==> src/rtl/prim_ram_2p_arb.sv <==
// prim_ram_2p_arb: round-robin / fixed-priority arbiter sharing one SRAM port among NumReq requesters.
module prim_ram_2p_arb #(
  parameter int NumReq          = 3,
  parameter int Width           = 32,
  parameter int Depth           = 1024,
  parameter int DataBitsPerMask = 8,
  parameter int RoundRobin      = 1,
  localparam int AW = $clog2(Depth),
  localparam int MW = Width / DataBitsPerMask
) (
  input  logic                 clk_i,
  input  logic                 rst_i,
  input  logic [NumReq-1:0]    req_i,
  output logic [NumReq-1:0]    gnt_o,
  input  logic [NumReq-1:0]    write_i,
  input  logic [NumReq*AW-1:0] addr_i,
  input  logic [NumReq*Width-1:0] wdata_i,
  input  logic [NumReq*MW-1:0] wmask_i,
  output logic [NumReq-1:0]    rvalid_o,
  output logic [Width-1:0]     rdata_o,
  output logic                 mem_req_o,
  output logic                 mem_write_o,
  output logic [AW-1:0]        mem_addr_o,
  output logic [Width-1:0]     mem_wdata_o,
  output logic [MW-1:0]        mem_wmask_o,
  input  logic [Width-1:0]     mem_rdata_i
);
  localparam int IW = $clog2(NumReq);
  logic [IW-1:0] ptr_q, ptr_d, win, id_q;
  logic found, any, rv_q, we_q;
  // ptr_q stays 0 in fixed-priority mode, so the same search serves both modes
  always_comb begin
    win = '0;
    found = 1'b0;
    for (int k = 0; k < NumReq; k++) begin
      if (!found && req_i[(int'(ptr_q) + k) % NumReq]) begin
        found = 1'b1;
        win = IW'((int'(ptr_q) + k) % NumReq);
      end
    end
  end
  assign any         = |req_i && !rst_i;
  assign gnt_o       = any ? NumReq'(1) << win : '0;
  assign mem_req_o   = any;
  assign mem_write_o = any && write_i[win];
  assign mem_addr_o  = any ? addr_i[win*AW +: AW] : '0;
  assign mem_wdata_o = any ? wdata_i[win*Width +: Width] : '0;
  assign mem_wmask_o = any ? wmask_i[win*MW +: MW] : '0;
  assign ptr_d = (any && RoundRobin != 0) ? (win == IW'(NumReq - 1) ? '0 : win + 1'b1) : ptr_q;
  always_ff @(posedge clk_i) begin
    if (rst_i) begin
      ptr_q <= '0;
      rv_q  <= 1'b0;
      id_q  <= '0;
      we_q  <= 1'b0;
    end else begin
      ptr_q <= ptr_d;
      rv_q  <= any;
      id_q  <= win;
      we_q  <= mem_write_o;
    end
  end
  // a response pending while reset is raised is dropped, not delivered
  assign rvalid_o = (rv_q && !rst_i) ? NumReq'(1) << id_q : '0;
  assign rdata_o  = (rv_q && !we_q && !rst_i) ? mem_rdata_i : '0;
endmodule

==> config.mk <==
export PLATFORM = sky130hd
export DESIGN_NAME = prim_ram_2p_arb
export DESIGN_NICKNAME = d
export VERILOG_FILES = /design/src/rtl/prim_ram_2p_arb.sv
export SDC_FILE = /design/constraint.sdc
export NUM_CORES = 1
export LEC_CHECK = 0
export BUFFER_PORTS_ARGS = -buffer_cell sky130_fd_sc_hd__buf_4
export CORE_AREA = 2 2 104 106
export CTS_CLUSTER_DIAMETER = 120
export DETAILED_ROUTE_END_ITERATION = 8
export DIE_AREA = 0 0 106 108
export HOLD_SLACK_MARGIN = 0.02
export PLACE_DENSITY = 0.54
export SETUP_SLACK_MARGIN = 0.1
export SYNTH_ARGS = -nofsm -noshare
export SYNTH_HDL_FRONTEND = slang
export SYNTH_SLANG_ARGS = --single-unit
==> constraint.sdc <==
create_clock -name clk_i -period 3 [get_ports clk_i]
set_clock_uncertainty 0.05 [all_clocks]
set_input_delay 0.3 -clock clk_i [delete_from_list [all_inputs] [get_ports clk_i]]
set_output_delay 0.3 -clock clk_i [all_outputs]
set_load 0.05 [all_outputs]
======== Word level (Yosys, flattened, before mapping) ========
Index checks and enable logic that the tools add are counted.
cells by class
  reduce and logical (&&, ||, !) cells .... 12
  magnitude comparators ................... 4
  $add $sub $neg .......................... 3
  divide/modulo/power cells ............... 3
  muxes and demuxes ....................... 23
  equality and inequality tests ........... 1
  $mul .................................... 1
  shift-type cells ........................ 5
operator list
  cell                                                          number
  less-than comparator 32 x 4 -> 1 bit (second input constant)  3
  variable part select 96 x 8 -> 32 bit                         1
  remainder unit 32 x 3 -> 32 bit (second input constant)       2
  two-way mux 32 bit                                            2
  remainder unit 3 x 3 -> 32 bit (second input constant)        1
  variable part select 30 x 7 -> 10 bit                         1
  variable part select 12 x 5 -> 4 bit                          1
  two-way mux 10 bit                                            1
  two-way mux 1 bit                                             9
  binary-select mux 1 bit (select 2 bit)                        4
  two-way mux 2 bit                                             4
  logical AND 1 bit                                             7
  two-way mux 3 bit                                             2
  left shift 1 x 2 -> 3 bit (first input constant)              2
  multiplier 2 x 3 -> 5 bit (second input constant)             1
  logical NOT 1 bit                                             4
  two-way mux 4 bit                                             1
  adder 2 x 1 -> 3 bit (second input constant)                  1
  adder 2 x 2 -> 3 bit (second input constant)                  1
  less-than comparator 2 x 3 -> 1 bit (second input constant)   1
  OR reduction 3 bit                                            1
  adder 2 x 1 -> 2 bit (second input constant)                  1
  equality test 2 bit (second input constant)                   1
word-level totals
  output and inout port bits .............. 86
  bits in registers ....................... 6
  bits of input ports ..................... 178

======== Depth between registers and ports, before layout ========
Gate-level depths: netlist of run 1.
  depth after elaboration ................. 14
  mapped depth ............................ 11
  mapped depth without buffers ............ 7

======== Worst setup path after synthesis of run 1 ========
No wires, ideal clock.
  kind .................................... register to output
  from .................................... register ptr_q[0]
  to ...................................... output gnt_o[2]
  required time ........................... 2650 ps
  arrival time ............................ 2900 ps
  path slack .............................. -250 ps
  stages on the path, launching flop included .. 10
  cell sequence ........................... dfxtp_1 inv_1 ha_1 nand2_1 or3_1 a21o_1 buf_2 buf_4 buf_2 nor3_1
on the way
  word-level cells in the longest chain between the ends .. 13
  elaborated cells on any way between the ends .. 25
  classes of those cells .................. add/sub (2); div (3); shift (1); mux (15); reduce/logical (4)
ends and longest elaborated chain
  what                                                                      RTL line  text
  start: declaration                                                        29        logic [IW-1:0] ptr_q, ptr_d, win, id_q;
  start signal: assignment                                                  57        ptr_q <= ptr_d;
  branches (longest 10 deep; another with remainder unit 32 x 3 -> 32 bit)  --
  two-way mux 2 bit (*)                                                     36        if (!found && req_i[(int'(ptr_q) + k) % NumReq]) begin
  left shift 1 x 2 -> 3 bit (*)                                             43        assign gnt_o = any ? NumReq'(1) << win : '0;
  two-way mux 3 bit (*)                                                     43
  end: declaration                                                          14        output logic [NumReq-1:0] gnt_o,
Every way passes the cells marked *. The select of a mux whose other input is x is not followed.

======== Worst setup path in the final report of run 1 ========
  from .................................... register ptr_q[1]
  to ...................................... output mem_write_o
on the way
  word-level cells in the longest chain between the ends .. 14
  elaborated cells on any way between the ends .. 26
  classes of those cells .................. add/sub (2); div (3); mux (16); reduce/logical (5)
ends and longest elaborated chain
  what                                                                      RTL line  text
  branches (longest 10 deep; another with remainder unit 32 x 3 -> 32 bit)  --
  two-way mux 2 bit (*)                                                     36
  binary-select mux 1 bit (select 2 bit) (*)                                45        assign mem_write_o = any && write_i[win];
  two-way mux 1 bit (implied by the code) (*)                               45
  logical AND 1 bit (*)                                                     45
  end: declaration                                                          22        output logic mem_write_o,
Marks and branches as above.

==> impl_metrics.tcl, run 1 <==
set metrics [dict create \
    worst_path_largest_cell_delay_ps 360 \
    hold_class "input port to flop" \
    synthArstFlopShare 0 \
    period_share 0.981 \
    hpwl_um 8720 \
    via_per_inst 5.16 \
    antenna_found_initial 0 \
    synthesis.area_mm2 0.00213 \
    drc 0 \
    port_buffers 263 \
    cts_tree "yes" \
    cts_buffers 3 \
    postRouteAntennaNets 0 \
    synth_cell_types 32 \
    final-max-slew-violation-count 0 \
    critPathLaunchType "flop" \
    place_congestion 0.842 \
    yosys.area.top_type "o2111ai_1" \
    synthFlopType "dfxtp_1" \
    relSlewSlack 0.731 \
    irDropWorstVdd_v 0.000455 \
    h-tree-depth 1 \
    sequentialPowerShare 0.031 \
    cts.sinks 6 \
    cts_root_buf "clkbuf_8" \
    ctsHoldBuffers 0 \
    final_cells 717 \
    area_growth_pct 118 \
    p_comb_frac 0.942 \
    fp.dieH_um 108 \
    grt_max_degree 52 \
    vias 3698 \
    avgSynthCellArea_um2 6.49 \
    core-area_mm2 0.0102 \
    critical_path_required_ps 2650 \
    synth_common_cells "nand2_1 (50), o2111ai_1 (48), o211ai_1 (48)" \
    design_area_mm2 0.00463 \
    synth_seq_cells 6 \
    cts_buffer_depth 2 \
    synth_top_area_frac 0.197 \
    finalSetupTns_ps 0 \
    status "finished, final reports clean" \
    arrival_ps 2590 \
    clkPwrFrac 0.027 \
    start_util 0.208 \
    routed_wirelength_um 12200 \
    timing.final.crit_period_ps 2940 \
    crit_fanout 24 \
    worst_pin_slew_ps 402 \
    synth_seq_area_share 0.0564 \
    crit_path_cell_trace "inv_4 > ha_4 > nor2b_1 > o2111ai_1 > a211oi_4 > buf_6 > buf_4 > buf_12 > o2111ai_1 > o211ai_1 > buf_4" \
    clk_pin_slew_ps 40 \
    ioPinCount 264 \
    drv_cap 0 \
    slowest_stage "dfxtp_4" \
    max_freq_mhz 340 \
    die_w_um 106 \
    antenna_cells 0 \
    grt_pass1_wl_um 17500 \
    finalHoldViolCount 0 \
    synth_edf_count 0 \
    p_leak_nw 2.08 \
    crit_type "flop to output pin" \
    yosysMostFrequentCell "nand2_1" \
    dp.cells 695 \
    nets 765 \
    firstDrtPassIters 4 \
    power.density_mw_per_mm2 970 \
    syn_inst 328 \
    intPower_w 0.00174 \
    finalSetupViolCount 0 \
    ys_warn_count 0 \
    end_kind "output pin" \
    power.switching_w 0.00275 \
    total_power_w 0.00450 \
    grt_usage 0.187 \
    grt_overflow 0 \
    syn_nets 510 \
    synth.area.top_cells "o2111ai_1 (20%), o211ai_1 (17%), nand3_1 (11%), and2_1 (10%), nand2_1 (8.8%)" \
    rows 37 \
    grt_pass1_vias 3509 \
    hold_ws_ps 199 \
    dieArea_mm2 0.0114 \
    dr.first_iter.drc_count 195 \
    sw_frac_of_total 0.613 \
    clock_latency_ps 220 \
    dpl_cell_area_mm2 0.00426 \
    grt_setup_unrepaired "true" \
    wl_per_cell_um 17.0 \
    drive_gt1_frac 0.549 \
]
-- kinds of logic after synthesis --
group / share of synthesized area
adders and majority gates: 0.0235
AOI/OAI and AO/OA: 0.429
muxes: 0.00940
and+or+nand+nor: 0.354
DFF: 0.0564
buffers and inverters: 0.127
-- critical path, delay by kind of cell (launching register included) --
kind | cells | cell delay [ps]
simple gates | 1 | 270
compound gates | 4 | 860
flops | 1 | 360
fa+ha+maj | 1 | 170
buf+inv | 5 | 690
-- metal layers --
| layer | share of wire | up-vias | global-route usage |
|---|---|---|---|
| met5 | 0 | - | 0 |
| met2 | 0.53 | 195 | 0.357 |
| met1 | 0.37 | 1722 | 0.205 |
| li1 | - | 1767 | - |
| met3 | 0.084 | 14 | 0.0416 |
| met4 | 0.019 | 0 | 0.0573 |
-- metrics by stage --
| step | setup WS [ps] | utilization |
|---|---|---|
| global placement | 56.5 | 0.416 |
| floorplan | 103 | - |
| finish | 58.2 | 0.453 |
| detailed placement | 32.0 | 0.416 |
| global route | -115 | 0.453 |
| CTS | 73.8 | 0.433 |
-- cell usage in the layout, fill, tap and decap left out, types with 4 or more instances in the layout --
cell	Yosys	routed
buf_4	4	278
o21ai_0	4	4
dfxtp_1	6	4
o211ai_1	48	48
o2111ai_1	48	47
inv_1	7	6
nand3_1	47	47
and2_1	35	34
buf_12	0	9
nand2_1	50	50
-- layout make-up --
class	count	area, µm²
Sequential cell	6	125
Tap cell	136	170
Inverter	8	32.5
Clock buffer	3	41.3
Fill cell	1018	5600
Multi-Input combinational cell	268	1830
Timing Repair Buffer	296	2440
-- path summary, 6_finish.rpt --
check | startpoint | to | slack (ps) | cells past startpoint
max | ptr_q[1] | mem_write_o | 60 | 11
min | rst_i | ptr_q[1] | 200 | 2
max reg2reg | ptr_q[1] | we_q | 620 | 11
min reg2reg | ptr_q[1] | ptr_q[1] | 450 | 2
-- power groups by stage --
stage               clock network [W]  registers (W)  logic, W
finish                       0.000121       0.000140   0.00423
global route                 0.000127       0.000144   0.00445
CTS                          0.000124       0.000135   0.00387
detailed placement                  0       0.000132   0.00375
global placement                    0       0.000131   0.00374
floorplan                           0       0.000126   0.00260
-- timing repair --
item | 4_1_cts | 5_1_grt
endpoints found under the setup margin | 49 | 49
cloned | 1 | 3
buffers inserted | 7 | 8
gates resized for setup | 11 | 12
pin swaps | 4 | 6
-- state kept, by name, summed over array words and instances (netlist names) --
signal	flops
id_q	2
ptr_q	2
rv_q	1
we_q	1
Power figures use the tool's default switching activity.
==> inputs of run 2 (changes only) <==
Settings changed: CORE_AREA 2 2 104 106 to 2 2 101 103, DIE_AREA 0 0 106 108 to 0 0 103 105, PLACE_DENSITY 0.54 to 0.56.
Clock period 3 ns to 3.8 ns, I/O delays scaled along.
==> run 2 against run 1 <==
Critical path type unchanged. Sequential power shrank 27%. Cell count shrank 3.8%. Non-clock buffer count decreased by 24. Utilization fell by 1.7 points. Critical path depth decreased by 2. Setup slack better by 290 ps. Final area is 9.4% lower. Largest power group unchanged. Via count fell by 4.1%. First-iteration DRC count shrank 45%. Highest routed layer unchanged.
==> impl_metrics.tcl, run 2 (synthesized netlist as in run 1, its figures left out) <==
set metrics [dict create \
    cts_buffer_depth 2 \
    finalSetupViolCount 0 \
    hold_ws_ps 293 \
    wl_met1_um 4070 \
    irDropWorstVdd_v 0.000404 \
    via_per_inst 5.14 \
    dieArea_mm2 0.0108 \
    cts.sinks 6 \
    clk_pin_slew_ps 40 \
    power.switching_w 0.00202 \
    largest_registers "id_q (2), ptr_q (2)" \
    power.density_mw_per_mm2 723 \
    rows 36 \
    clkPwrFrac 0.032 \
    grt_pass1_vias 3335 \
    port_buffers 263 \
    final-max-slew-violation-count 0 \
    dr_wl_met2_um 5930 \
    critical_path_required_ps 3370 \
    intPower_w 0.00102 \
    area_growth_pct 97.1 \
    place_congestion 0.875 \
    core-area_mm2 0.00964 \
    cts_buffers 3 \
    period_share 0.908 \
    critPathLaunchType "flop" \
    ioPinCount 264 \
    finalSetupTns_ps 0 \
    grt_max_degree 56 \
    nets 741 \
    grt_pass1_wl_um 16400 \
    hpwl_um 8570 \
    drv_cap 0 \
    final_cells 690 \
    sequentialPowerShare 0.034 \
    clock_latency_ps 220 \
    wl_per_cell_um 16.0 \
    firstDrtPassIters 4 \
    ctsHoldBuffers 0 \
    met3_length_um 882 \
    relSlewSlack 0.389 \
    grt_usage 0.188 \
    antenna_found_initial 0 \
    status "finished, final reports clean" \
    dr.first_iter.drc_count 107 \
    postRouteAntennaNets 0 \
    cts_root_buf "clkbuf_8" \
    h-tree-depth 1 \
    crit_fanout 23 \
    routed_wirelength_um 11100 \
    timing.final.crit_period_ps 3450 \
    vias 3548 \
    place_worst_setup_slack_ps 511 \
    end_kind "output pin" \
    start_util 0.221 \
    grt_setup_unrepaired "false" \
    grt_overflow 0 \
    worst_pin_slew_ps 915 \
    highest_layer "met4" \
    dp.cells 687 \
    die_w_um 103 \
    max_freq_mhz 290 \
    fp.dieH_um 105 \
    sw_frac_of_total 0.665 \
    cts_tree "yes" \
    finalHoldViolCount 0 \
    final_cell_mix "buf_4 (270), nand2_1 (50), o2111ai_1 (48), o211ai_1 (48), nand3_1 (47)" \
    hold_class "input port to flop" \
    arrival_ps 3020 \
    crit_type "flop to output pin" \
    layout_commonest_cell "buf_4" \
    p_comb_frac 0.935 \
    drive_gt1_frac 0.512 \
    fin_ws_ps 349 \
    drc 0 \
    antenna_cells 0 \
    p_leak_nw 1.89 \
]
-- run 2: worst paths after layout --
check        slack, ps            end  startpoint  cells past startpoint
min reg2reg        450       ptr_q[1]    ptr_q[1]                      2
max reg2reg       1190           we_q    ptr_q[1]                      8
max                350  mem_addr_o[9]    ptr_q[0]                      9
min                290       ptr_q[1]       rst_i                      2
-- run 2: power groups by stage --
stage	combinational [W]	clock, W	sequential [W]
2_1_floorplan	0.00205	0	0.0000994
3_3_place_gp	0.00283	0	0.000102
3_5_place_dp	0.00284	0	0.000103
4_1_cts	0.00285	0.000101	0.000102
5_1_grt	0.00300	0.000102	0.000106
6_report	0.00284	0.0000961	0.000102
-- run 2: critical path: stages, from the launching register on --
cell,delay [ps]
dfxtp_1,370
inv_1,80
ha_1,410
nand2_1,120
or3_1,380
a211oi_4,600
buf_4,390
nand2_1,110
o211ai_1,100
buf_4,230
-- run 2: repair_timing --
item,in CTS,in global routing
setup endpoints to repair,0,22
setup buffers,0,0
gates resized for setup,0,2
-- run 2: layout make-up --
class	count	area, µm²
sequential	6	120
multi-input combinational	268	1770
fill	1025	5440
inverter	8	30.0
timing repair buffer	272	2070
clock buffer	3	41.3
tap	133	166
-- run 2: layer usage --
layer  GRT usage  vias to the layer above
li1            -                     1717
met1       0.210                     1645
met2       0.364                      172
met3      0.0241                       14
met4      0.0470                        0
met5           0                        -
-- run 2: through the flow --
stage / utilization / power, W / area, µm²
2_1_floorplan: - / 0.00215 / 2130
3_3_place_gp: 0.430 / 0.00293 / 4150
3_5_place_dp: 0.430 / 0.00294 / 4150
4_1_cts: 0.435 / 0.00305 / 4190
5_1_grt: 0.435 / 0.00321 / 4200
6_report: 0.435 / 0.00303 / 4200
